[config.mk]
export PLATFORM = sky130hd
export DESIGN_NAME = riscv_chk_table
export DESIGN_NICKNAME = d
export VERILOG_FILES = /design/src/rtl/riscv_chk_pkg.sv /design/src/rtl/riscv_chk_table.sv
export SDC_FILE = /design/constraint.sdc
export NUM_CORES = 2
export LEC_CHECK = 0
export ABC_AREA = 1
export BUFFER_PORTS_ARGS = -buffer_cell sky130_fd_sc_hd__buf_4
export CORE_MARGIN = 4
export CORE_UTILIZATION = 31
export CTS_CLUSTER_SIZE = 16
export DETAILED_ROUTE_END_ITERATION = 10
export PLACE_DENSITY = 0.53
export SKIP_CTS_REPAIR_TIMING = 1
export SLEW_MARGIN = 10
export SYNTH_ARGS = -nofsm -noshare
export SYNTH_HDL_FRONTEND = slang
export SYNTH_SLANG_ARGS = --single-unit
[constraint.sdc]
create_clock -name clk -period 51.7 [get_ports clk]
set_input_delay 2.585 -clock clk [delete_from_list [all_inputs] [get_ports clk]]
set_output_delay 2.585 -clock clk [all_outputs]
set_load 0.05 [all_outputs]
[src/rtl/riscv_chk_pkg.sv]
// Shared types for the commit checker: entry kinds, FSM states and the table entry layout.
package riscv_chk_pkg;

    localparam int CHK_XLEN = 32;

    typedef enum logic {
        CHK_REG = 1'b0,
        CHK_MEM = 1'b1
    } chk_kind_e;

    typedef enum logic [1:0] {
        S_IDLE = 2'd0,
        S_RUN  = 2'd1,
        S_EVAL = 2'd2,
        S_DONE = 2'd3
    } chk_state_e;

    typedef struct packed {
        logic                valid;
        chk_kind_e           kind;
        logic [CHK_XLEN-1:0] addr;
        logic [CHK_XLEN-1:0] exp;
        logic [CHK_XLEN-1:0] obs;
        logic                seen;
    } chk_entry_t;

    // An enabled entry fails when nothing was observed or the last observation differs.
    function automatic logic entry_fails(input chk_entry_t e);
        return e.valid && (!e.seen || (e.obs != e.exp));
    endfunction

endpackage

[src/rtl/riscv_chk_table.sv]
// Expected-value table: configuration writes, snoop capture of writebacks/stores, EVAL read port.
module riscv_chk_table
    import riscv_chk_pkg::*;
#(
    parameter int XLEN       = 32,
    parameter int NUM_CHECKS = 8,
    parameter int IDX_W      = 3
) (
    input  logic             clk,
    input  logic             rst,
    input  logic             cfg_we,
    input  logic [IDX_W-1:0] cfg_idx,
    input  logic             cfg_kind,
    input  logic [XLEN-1:0]  cfg_addr,
    input  logic [XLEN-1:0]  cfg_data,
    input  logic             cfg_valid,
    input  logic             clear_seen,
    input  logic             cap_en,
    input  logic             wb_en,
    input  logic [4:0]       wb_rd,
    input  logic [XLEN-1:0]  wb_data,
    input  logic             st_en,
    input  logic [XLEN-1:0]  st_addr,
    input  logic [XLEN-1:0]  st_data,
    input  logic [IDX_W-1:0] rd_idx,
    output chk_entry_t       rd_entry
);

    chk_entry_t tbl [NUM_CHECKS];

    assign rd_entry = tbl[rd_idx];

    always_ff @(posedge clk or posedge rst) begin
        if (rst) begin
            for (int i = 0; i < NUM_CHECKS; i++) begin
                tbl[i] <= '0;
            end
        end else begin
            for (int i = 0; i < NUM_CHECKS; i++) begin
                if (cfg_we && (cfg_idx == IDX_W'(i))) begin
                    tbl[i].valid <= cfg_valid;
                    tbl[i].kind  <= chk_kind_e'(cfg_kind);
                    tbl[i].addr  <= cfg_addr;
                    tbl[i].exp   <= cfg_data;
                end
                if (clear_seen) begin
                    tbl[i].seen <= 1'b0;
                end
                // x0 writes are architecturally discarded, so they never satisfy a check.
                if (cap_en && tbl[i].valid) begin
                    if ((tbl[i].kind == CHK_REG) && wb_en && (wb_rd != 5'd0) &&
                        (tbl[i].addr[4:0] == wb_rd)) begin
                        tbl[i].obs  <= wb_data;
                        tbl[i].seen <= 1'b1;
                    end
                    if ((tbl[i].kind == CHK_MEM) && st_en && (tbl[i].addr == st_addr)) begin
                        tbl[i].obs  <= st_data;
                        tbl[i].seen <= 1'b1;
                    end
                end
            end
        end
    end

endmodule

After elaboration in Yosys (flattened, before gate mapping)

Index checks and enable logic that the tools add are counted.

Bits in registers: 792
Input port bits: 180
Output and inout port bits: 99
Logic and storage cells: 190

Magnitude comparators: 1
Equality and inequality tests: 23
Muxes and demuxes: 35
Bitwise operators: 9
Reductions and logical operators: 74

Operators by type and width:

| cell                 | number |
|---|---|
| $mux W33             | 16 |
| $bmux W99 S3         | 1 |
| $eq A32 B32 Y1       | 8 |
| $mux W99             | 2 |
| $logic_and A1 B1 Y1  | 56 |
| $eq A5 B5 Y1         | 8 |
| $mux W1              | 16 |
| $reduce_and A2 Y1    | 8 |
| $reduce_bool A2 Y1   | 8 |
| $eq A3 B3 Y1 const B | 4 |
| $not A1 Y1           | 8 |
| $eq A3 B2 Y1 const B | 2 |
| $reduce_bool A5 Y1   | 1 |
| $ge A4 B4 Y1 const B | 1 |
| $not A3 Y4           | 1 |
| $eq A3 B1 Y1 const B | 1 |
| $logic_not A3 Y1     | 1 |

Depth between registers and ports, before layout

Depth after elaboration: 7
Depth in mapped cells: 16
Depth with buffers taken out: 14

Least setup slack after synthesis

Ideal clock, no wire load.

Path kind: input to output
Start: input rd_idx[0]
End: output rd_entry[60] (netlist name)
Arrival: 4.531 ns
Setup slack: 44.584 ns
Cell stages on the path: 7
Path through: buf_2 > inv_1 > clkbuf_1 > clkbuf_1 > clkbuf_1 > o21ai_0 > a31oi_1

RTL lines:

| element     | RTL line              | RTL |
|---|---|---|
| from (decl) | riscv_chk_table.sv:25 | `input logic [IDX_W-1:0] rd_idx,` |
| to (decl)   | riscv_chk_table.sv:26 | `output chk_entry_t rd_entry` |

==> metrics.txt <==
aggregate global routing overflow 0; multiplexer fraction of the synthesized cell area 0; net switching share of the total power 0.3441; final antenna-violating net count 0; number of H-tree levels 3; number of nets in the synthesized netlist between 7000 and 8000; instance count of the mapped netlist around 6900; initial core utilization 0.3125; Post-Route Skew 66.86 ps; die span in x roughly 390 µm; TritonCTS clock tree yes; clock root buffer master sky130_fd_sc_hd__clkbuf_16; combinational family with the most area after synthesis simple AND/OR/NAND/NOR gates; number of flops mapped to enable cells by yosys 0; insertion delay to the later sink of the worst-skew pair roughly 750 ps; CTS Buffer Depth 3; Max Clock Freq between 100 and 150 MHz; Die H 394.2 µm; area growth from synthesis to layout 14.01%; sum of negative setup slack 0 ps; worst slew margin relative to its limit 0.1639; # nets final between 7000 and 8000; transition time at the pin with the least slew margin around 1200 ps; power per cell area about 36 nW/µm²; post-synthesis average cell area between 6 and 7 µm²; standard cell core area between 100000 and 150000 µm²; flip-flop count of the largest register, all copies and words added ~790; worst vdd rail ir drop approximately 0.026 mV; Synth Area in Adders 0; number of sinks handled by clock tree synthesis 792; cell row count roughly 140; total setup violations reported at the end of the flow 0; register bank with the most flops tbl; data arrival time at the worst-slack endpoint around 6400 ps; leakage power summed over all cells 26.62 nW; Critical Path Start Type input pin; Fillers between 15000 and 20000; WL/cell 21.88 µm; number of I/O port buffers approximately 280; final weighted congestion in routability-driven placement around 0.94; reported max-cap violation count 0; highest net fanout along the worst path 86; switching pwr around 0.00066 W; share of synthesized cell area in and, or, nand and nor gates 0.3159; vias per std cell between 5 and 6; share of the cycle needed by the critical path after routing 0.1738; P_int between 0.001 and 0.0015 W; post-synthesis cell area ~46000 µm²; R2R Setup Slk 47250 ps; fin. max-slew vios 0; TritonRoute pass-1 iters 9; maximum number of pins on one net before global-route repair about 180; FFs w/ async S/R, synth 1.000; Final Power approximately 0.0019 W; clock edge transition at the registers on the reported setup and hold paths 60 ps; unique cell type count in the Yosys netlist between 40 and 50; Yosys warning count 0; RSZ-0062 raised after global routing false; total CTS buffers 97; number of global-route vias before repair approximately 44000; sequential share of the synthesized area 0.4285; Worst Hold Class flop to flop; violation count after the first detailed-route iteration 5333; number of storage elements in the synthesis netlist around 790; fraction of synthesized cell area in xor and xnor cells 0.01439; fraction of power consumed by the clock network 0.383; registers with the most flip-flops tbl: 792 flops; global-route wire length before repair between 200000 and 300000 µm; Via Count 46650; sum of net half-perimeters after detailed placement roughly 120000 µm; GR Util All Layers 0.2424; DRT Wirelength 194300 µm; minimum period implied by the final worst setup slack around 9000 ps; required time at the worst-slack endpoint just under 50000 ps; part of the power in combinational logic 0.217; initial antenna violation count 30; endpoints failing hold 0; status complete, no violations; Die Area approximately 160000 µm²; critical path endpoint category output pin; worst setup path class input pin to output pin; detailed-route DRC error count 0; predominant post-synthesis flop cell sky130_fd_sc_hd__dfrtp_1; num ports ~280; fraction of final layout cells sized beyond drive strength 1 0.08641; proportion of power drawn by flip-flops and latches 0.400; Compound-Gate Fraction of Synth Area 0.1563; hold slack ~470 ps
-- kinds of logic after synthesis --
group	after synthesis
AOI/OAI and AO/OA	1347
and+or+nand+nor	3724
xor gates and xnor gates	76
DFF	792
buffers and inverters	928
-- placed cells by master, fill, tap and decap left out, types with 20 or more instances in the layout --
master / synthesis / layout
sky130_fd_sc_hd__nand2_1: 2680 / 2673
sky130_fd_sc_hd__o21ai_0: 952 / 952
sky130_fd_sc_hd__dfrtp_1: 792 / 792
sky130_fd_sc_hd__nor2_1: 705 / 703
sky130_fd_sc_hd__inv_1: 432 / 423
sky130_fd_sc_hd__buf_4: 41 / 332
sky130_fd_sc_hd__nand3_1: 215 / 214
sky130_fd_sc_hd__a21oi_1: 114 / 114
sky130_fd_sc_hd__a31oi_1: 99 / 99
sky130_fd_sc_hd__clkbuf_16: 0 / 99
sky130_fd_sc_hd__o22ai_1: 71 / 71
sky130_fd_sc_hd__nand4_1: 60 / 60
sky130_fd_sc_hd__inv_2: 37 / 42
sky130_fd_sc_hd__xnor2_1: 42 / 41
sky130_fd_sc_hd__o211ai_1: 38 / 38
sky130_fd_sc_hd__xor2_1: 34 / 34
sky130_fd_sc_hd__o21ai_1: 33 / 33
sky130_fd_sc_hd__clkbuf_8: 0 / 27
sky130_fd_sc_hd__a221oi_1: 23 / 23
sky130_fd_sc_hd__clkinv_2: 0 / 22
sky130_fd_sc_hd__diode_2: 0 / 20
-- per-stage QoR --
step	cells	utilization	instance area [µm²]	setup slack, ps
2_1_floorplan	6867	-	46250	26880
3_3_place_gp	8681	0.3328	49260	42850
3_5_place_dp	8681	0.3328	49260	42840
4_1_cts	8862	0.3559	52680	42830
5_1_grt	8873	0.3561	52710	42600
6_report	8882	0.3562	52730	42710
-- worst max-delay path, stage by stage --
cell	delay, ps
sky130_fd_sc_hd__clkbuf_8	330
sky130_fd_sc_hd__inv_6	740
sky130_fd_sc_hd__buf_4	700
sky130_fd_sc_hd__buf_4	670
sky130_fd_sc_hd__o21ai_0	190
sky130_fd_sc_hd__o22ai_1	170
sky130_fd_sc_hd__nor2_1	60
sky130_fd_sc_hd__a31oi_1	490
sky130_fd_sc_hd__buf_4	310
-- routing by layer --
layer	GRT usage	part of all wire	vias to the layer above
li1	-	-	21850
met1	0.3381	0.44	22270
met2	0.3591	0.43	2087
met3	0.05645	0.090	429
met4	0.1029	0.045	16
met5	0	0.00061	-
-- cells in the mapped netlist (all sizes together), types with 2 or more instances --
cell type / number / area share
a21oi: 122 / 0.015
a221oi: 23 / 0.0044
a31oi: 99 / 0.013
and2: 13 / 0.0018
buf: 205 / 0.026
clkbuf: 247 / 0.020
clkinv: 5 / 0.00041
dfrtp: 792 / 0.43
inv: 471 / 0.038
nand2: 2687 / 0.22
nand3: 220 / 0.025
nand3b: 6 / 0.00097
nand4: 60 / 0.0081
nor2: 716 / 0.059
nor3: 14 / 0.0017
nor4: 3 / 0.00041
o2111ai: 6 / 0.0011
o211ai: 38 / 0.0062
o21ai: 985 / 0.11
o22ai: 71 / 0.0096
or2: 2 / 0.00032
xnor2: 42 / 0.0080
xor2: 34 / 0.0064
-- power groups by stage --
stage          registers, W  logic (W)  clock network, W
2_1_floorplan      0.000754   0.000283                 0
3_3_place_gp       0.000773   0.000407                 0
3_5_place_dp       0.000774   0.000411                 0
4_1_cts            0.000764   0.000413          0.000748
5_1_grt            0.000775   0.000462          0.000774
6_report           0.000766   0.000416          0.000733
-- final cells by class --
class	count	area, µm²	share of cell area
clock buffer	138	2884	0.05470
sequential	792	19820	0.3759
timing repair buffer	336	2561	0.04857
inverter	476	1817	0.03445
multi-input combinational	5147	22650	0.4295
tap	1930	2415	0.04580
antenna	20	50.05	0.0009492
clock inverter	43	536.8	0.01018
-- path summary, 6_finish.rpt --
kind / startpoint / to / cells after the start
max in group asynchronous: rst / tbl[454] / 5
max: rd_idx[1] / rd_entry[2] / 9
max reg2reg: tbl[493] / tbl[424] / 11
min: tbl[401] / tbl[401] / 2
min in group asynchronous: rst / tbl[192] / 2
min reg2reg: tbl[401] / tbl[401] / 2
Power figures use the tool's default switching activity.
